**config.mk**
```make
export PLATFORM = sky130hd
export DESIGN_NAME = benzerlik_hesaplayici
export DESIGN_NICKNAME = d
export VERILOG_FILES = /design/src/rtl/dna_pkg.sv /design/src/rtl/benzerlik_hesaplayici_seri_izleyici.sv /design/src/rtl/benzerlik_hesaplayici.sv
export SDC_FILE = /design/constraint.sdc
export NUM_CORES = 1
export LEC_CHECK = 0
export ABC_AREA = 1
export ABC_CLOCK_PERIOD_IN_PS = 2050
export CORE_ASPECT_RATIO = 0.5
export CORE_UTILIZATION = 50
export CTS_CLUSTER_SIZE = 25
export DETAILED_ROUTE_END_ITERATION = 7
export PLACE_DENSITY_LB_ADDON = 0.3
export SYNTH_ARGS = -nofsm -noshare
export SYNTH_HDL_FRONTEND = slang
export SYNTH_SLANG_ARGS = --single-unit
```
**constraint.sdc**
```tcl
create_clock -name clk -period 2.05 [get_ports clk]
set_clock_uncertainty 0.2 [all_clocks]
set_input_delay 0.41 -clock clk [delete_from_list [all_inputs] [get_ports clk]]
set_output_delay 0.41 -clock clk [all_outputs]
set_load 0.01 [all_outputs]
```
**src/rtl/dna_pkg.sv**
```systemverilog
// Shared definitions for the DNA similarity datapath: FSM states,
// counter width helper and the 2-bit nucleotide encoding.
package dna_pkg;

  typedef enum logic [1:0] {
    BOSTA = 2'd0,
    TOPLA = 2'd1,
    SONUC = 2'd2
  } durum_t;

  // Counter width able to hold 0..n inclusive.
  function automatic int sayac_genisligi(input int n);
    return $clog2(n + 1);
  endfunction

  // Nucleotide encoding shared with the comparison stage.
  localparam logic [1:0] NUK_A = 2'b00;
  localparam logic [1:0] NUK_C = 2'b01;
  localparam logic [1:0] NUK_G = 2'b10;
  localparam logic [1:0] NUK_T = 2'b11;

endpackage

```
**src/rtl/benzerlik_hesaplayici_seri_izleyici.sv**
```systemverilog
// Run tracker: current run of consecutive matches and the longest run so far.
// Next-state values are exposed so the top can capture the final beat.
module seri_izleyici
  import dna_pkg::*;
#(
  parameter int SW = 5
) (
  input  logic          clk,
  input  logic          rst,
  input  logic          temizle,
  input  logic          adim,
  input  logic          esles,
  output logic [SW-1:0] seri_sonraki,
  output logic [SW-1:0] en_uzun_sonraki
);

  logic [SW-1:0] seri;
  logic [SW-1:0] en_uzun;

  // Next run/longest values; a non-consumed beat leaves the run intact.
  always_comb begin
    seri_sonraki = seri;
    if (adim) seri_sonraki = esles ? seri + SW'(1) : '0;
    en_uzun_sonraki = (seri_sonraki > en_uzun) ? seri_sonraki : en_uzun;
  end

  // Run registers: cleared on window start, advanced on consumed beats.
  always_ff @(posedge clk or posedge rst) begin
    if (rst) begin
      seri    <= '0;
      en_uzun <= '0;
    end else if (temizle) begin
      seri    <= '0;
      en_uzun <= '0;
    end else if (adim) begin
      seri    <= seri_sonraki;
      en_uzun <= en_uzun_sonraki;
    end
  end

endmodule

```
**src/rtl/benzerlik_hesaplayici.sv**
```systemverilog
// Similarity accumulator: counts matches over a fixed window, tracks the
// longest match run and flags the pair as similar against a threshold.
module benzerlik_hesaplayici
  import dna_pkg::*;
#(
  parameter int UZUNLUK = 16,
  parameter int ESIK    = 12,
  localparam int SW     = sayac_genisligi(UZUNLUK)
) (
  input  logic          clk,
  input  logic          rst,
  input  logic          baslat,
  input  logic          gecerli,
  input  logic          esles,
  output logic          mesgul,
  output logic          hazir,
  output logic [SW-1:0] eslesme_sayisi,
  output logic [SW-1:0] en_uzun_seri,
  output logic          benzer
);

  durum_t        durum, durum_sonraki;
  logic [SW-1:0] konum;
  logic [SW-1:0] sayac;
  logic [SW-1:0] sayac_sonraki;
  logic [SW-1:0] en_uzun_sonraki;
  logic [SW-1:0] seri_sonraki;
  logic          adim;
  logic          temizle;
  logic          son_adim;

  assign temizle       = (durum == BOSTA) && baslat;
  assign adim          = (durum == TOPLA) && gecerli;
  assign son_adim      = adim && (konum == SW'(UZUNLUK - 1));
  assign sayac_sonraki = sayac + SW'(adim && esles);

  seri_izleyici #(.SW(SW)) u_seri (
    .clk             (clk),
    .rst             (rst),
    .temizle         (temizle),
    .adim            (adim),
    .esles           (esles),
    .seri_sonraki    (seri_sonraki),
    .en_uzun_sonraki (en_uzun_sonraki)
  );

  // State register.
  always_ff @(posedge clk or posedge rst) begin
    if (rst) durum <= BOSTA;
    else     durum <= durum_sonraki;
  end

  // Next state: start only from idle, no abort, one result cycle.
  always_comb begin
    durum_sonraki = durum;
    case (durum)
      BOSTA:   if (baslat)   durum_sonraki = TOPLA;
      TOPLA:   if (son_adim) durum_sonraki = SONUC;
      SONUC:   durum_sonraki = BOSTA;
      default: durum_sonraki = BOSTA;
    endcase
  end

  // Status outputs decoded from the state register only.
  always_comb begin
    mesgul = (durum != BOSTA);
    hazir  = (durum == SONUC);
  end

  // Position and match counters for the window in progress.
  always_ff @(posedge clk or posedge rst) begin
    if (rst) begin
      konum <= '0;
      sayac <= '0;
    end else if (temizle) begin
      konum <= '0;
      sayac <= '0;
    end else if (adim) begin
      konum <= konum + SW'(1);
      sayac <= sayac_sonraki;
    end
  end

  // Result registers load on the final beat, including that beat; they
  // otherwise hold across later starts.
  always_ff @(posedge clk or posedge rst) begin
    if (rst) begin
      eslesme_sayisi <= '0;
      en_uzun_seri   <= '0;
      benzer         <= 1'b0;
    end else if (son_adim) begin
      eslesme_sayisi <= sayac_sonraki;
      en_uzun_seri   <= en_uzun_sonraki;
      benzer         <= (sayac_sonraki >= SW'(ESIK));
    end
  end

endmodule

```
==> results.txt <==
----------------------------------------------------
[Die]
  Width of the die ... 85.53 microns
  Initial standard-cell utilization of the core ... 0.5532
  Area of the core ... 3153 sq um
  Die area ... 3743 sq um
  FP Rows ... 14
  I/O pin count ... 18
  Height of the die ... 43.77 microns

[Power and ir drop]
  Net Sw Power ... 1.619 mW
  Design internal power ... 2.019 mW
  Maximum ir drop on the vdd rail ... 0.9952 mV
  Cell Pwr Density ... 1508 nW/um^2
  Clock share of power ... 0.129
  Fraction of power spent switching nets ... 0.4451
  Leak pwr ... 1.272 nW
  Logic pwr share ... 0.575
  Sequential group share of total power ... 0.296

[Outcome]
  Outcome ... complete, but fails checks
  Violated checks ... setup timing

[Clock network]
  CTS clock-pin slew for the worst setup and hold paths ... 0.07 ns
  Master cell of the clock root buffer ... clkbuf_8
  Worst-skew pair later-pin latency ... 0.29 ns
  Maximum number of buffers from clock root to sink ... 2
  CTS buffer count ... 5
  H-tree depth ... 2
  Total of hold buffers inserted after clock tree synthesis ... 0
  Clock tree sinks ... 33
  TritonCTS clock tree ... built

[Final layout]
  Diodes inserted ... 0
  Most frequent cells in the layout ... 52 x nand2_1, 32 x dfrtp_1, 28 x inv_1
  Commonest non-fill, non-tap cell in the layout ... nand2_1
  Final Util ... 0.7655
  Post-synthesis to final-layout area growth ... 38.38%
  Nets@finish ... 274
  Layout cells sized above 1 ... 0.2962
  Fillcell total ... 198

[Critical path]
  Number of buffer and inverter stages on the critical path ... 3
  Critical-path maximum fanout ... 5
  CP peak stage delay ... 0.40 ns
  Slack of the worst reg-to-reg path ... -0.30 ns
  R2R cell count ... 15
  Crit-path slowest cell ... dfrtp_1
  Critical R2R Launch ... durum[1]$_DFFE_PP0P_
  Crit-path leading delay family ... simple AND/OR/NAND/NOR gates
  Kind of start point of the critical path ... flop
  Arrival time of the worst setup path ... 2.37 ns
  CP Capture Type ... flop
  Category of the critical setup timing path ... flop to flop
  Cell breakdown of the critical path ... inv_2 > nand3_4 > or2_4 > nand3_2 > inv_1 > ha_1 > nand2_4 > inv_2 > nand2_2 > nand2_2 > nor2_2 > nor2_2 > nand2_1 > nand3_1 > nand2_1
  Worst reg2reg endpoint ... u_seri.en_uzun[3]$_DFFE_PP0P_
  Capturing element of the worst setup path ... u_seri.en_uzun[3]$_DFFE_PP0P_
  Critical path origin ... durum[1]$_DFFE_PP0P_
  CP Depth ... 15
  Req. time, crit path ... 2.08 ns

[Routing]
  Detailed-route wire length ... 4093 microns
  Total via count in the routed design ... 1580
  Violation count after the first detailed-routing iteration ... 89
  Wire length per cell after detailed routing ... 13.64 microns
  Drc violations ... 0
  ANT nets after route ... 0
  Via-to-Cell Ratio ... 5.267
  First-pass detailed-route iteration total ... 4

[Synth]
  Count of distinct cell types in the synthesized netlist ... 25
  Fraction of registers with async set or reset after synthesis ... 1.000
  Synthesis Warnings ... 0
  Post-synthesis sequential element count ... 33
  Post-Syn Instances ... 210
  Count of flip-flops with a built-in enable after synthesis ... 0
  Synth area leader ... dfrtp_1
  Post-Synthesis Net Count ... 225
  Biggest area contributors in the synthesized netlist ... dfrtp_1 47%, nand2_1 13%, ha_1 7.2%, inv_1 6.9%, nand3_1 5.5%
  Post-Syn Area ... 1744 sq um
  Avg Inst Size Synth ... 8.306 sq um
  Proportion of synthesized chip area in sequential cells ... 0.4735
  Post-synth top area share ... 0.4735
  Ys flop type ... dfrtp_1

[Timing]
  Worst slew margin relative to its limit ... 0.7170
  Final cycle utilization of the critical path ... 1.144
  Transition at the pin with the smallest max-transition slack ... 0.4246 ns
  Setup TNS ... -2.669 ns
  RSZ-0062 raised after global routing ... yes
  Maximum clock rate ... 426.3 MHz
  Least setup slack across all paths after layout ... -0.2959 ns
  Final setup violating endpoints ... 10
  Hold Violations, Final ... 0
  Period minus WS final ... 2.346 ns
  Max Slew Vio Count ... 0

[Worst hold path]
  Hold crit path type ... flop to flop
  Cell count of the worst hold path ... 2

[Place]
  Routability congestion estimate ... 0.8572
  Total half-perimeter wirelength after legalization and detailed placement ... 2704 microns
  Number of input and output port buffers inserted ... 17

[Global route]
  Overall Global Routing Usage ... 0.2433
  Congestion Overflow GR ... 0
  Wire length of the first global-routing pass ... 6817 microns
  Number of antenna violations at the first check in global routing ... 0
  Largest net degree at the start of global routing ... 34
  Via count of the first global-routing pass ... 1549

[Run]
  Max-Cap Viols ... 0

----------------------------------------------------
-- cell usage after synthesis, drive strengths merged, types with 3 or more instances --
cell type,number
nand3,22
nand2,62
nor2,16
nand4,3
dfrtp,33
xor2,3
o21ai,11
ha,10
inv,35
-- stage by stage --
step	power (mW)	area, sq um	std cells	hold WS [ns]	worst slack (ns)
2_1_floorplan	2.095	1780	210	0.2457	-0.06456
3_3_place_gp	2.590	2185	290	0.2624	-0.6368
3_5_place_dp	2.671	2185	290	0.2648	-0.7008
4_1_cts	3.336	2347	300	0.2832	-0.1985
5_1_grt	3.908	2414	300	0.3073	-0.4051
6_report	3.638	2414	300	0.2810	-0.2959
-- power groups by stage --
stage / combinational, mW / sequential [mW] / clock (mW)
3_5_place_dp: 1.61 / 1.06 / 0
5_1_grt: 2.30 / 1.11 / 0.504
4_1_cts: 1.81 / 1.06 / 0.472
3_3_place_gp: 1.54 / 1.05 / 0
6_report: 2.09 / 1.08 / 0.469
2_1_floorplan: 1.03 / 1.06 / 0
-- worst register-to-register path, delay by kind of cell (launching register included) --
| family | cells | cell delay (ns) |
|---|---|---|
| simple gates | 11 | 1.18 |
| flops | 1 | 0.40 |
| fa+ha+maj | 1 | 0.31 |
| buf+inv | 3 | 0.21 |
-- cell families after synthesis --
family	synth area share
AO/OA/AOI/OAI	0.08178
flip-flops	0.4735
AND/OR/NAND/NOR	0.2683
adder cells (fa/ha/maj)	0.07174
XOR/XNOR	0.02009
buffers and inverters	0.08465
-- worst min-delay path by stage --
stage,start,end
after global placement,u_seri.en_uzun[1]$_DFFE_PP0P_,u_seri.en_uzun[1]$_DFFE_PP0P_
after detailed placement,en_uzun_seri[0]$_DFFE_PP0P_,en_uzun_seri[0]$_DFFE_PP0P_
after CTS,en_uzun_seri[0]$_DFFE_PP0P_,en_uzun_seri[0]$_DFFE_PP0P_
after floorplan,konum[2]$_DFFE_PP0P_,konum[2]$_DFFE_PP0P_
final,en_uzun_seri[0]$_DFFE_PP0P_,en_uzun_seri[0]$_DFFE_PP0P_
after global routing,en_uzun_seri[3]$_DFFE_PP0P_,en_uzun_seri[3]$_DFFE_PP0P_
-- metal layers --
metal  up-vias  GRT usage  routed length, microns
met1       755     0.3214                    1909
met3        15    0.05714                     194
met4         0    0.08667                      74
met5         -          0                       0
met2        44     0.4032                    1914
li1        766          -                       -
-- state kept, by name, summed over array words and instances, names as in the netlist --
register,cells
sayac,5
konum,5
en_uzun_seri,5
benzer,1
u_seri.en_uzun,5
eslesme_sayisi,5
u_seri.seri,5
durum,2
-- final cells by class --
type	instances	area (sq um)	share of cell area
clock buffers	6	72.57	0.03007
repair buffers	43	372.9	0.1545
multi-input cells	141	949.7	0.3935
well taps	40	50.05	0.02074
clock inverters	2	10.01	0.004147
flip-flops and latches	33	827.0	0.3427
inverters	35	131.4	0.05443
-- repair_timing --
item | 4_1_cts | 5_1_grt
gates resized for setup | 21 | 15
endpoints found under the setup margin | 16 | 13
pin swaps | 13 | 9
cloned | 1 | 0
buffers inserted | 1 | 0
(Power assumes the default switching activity.)
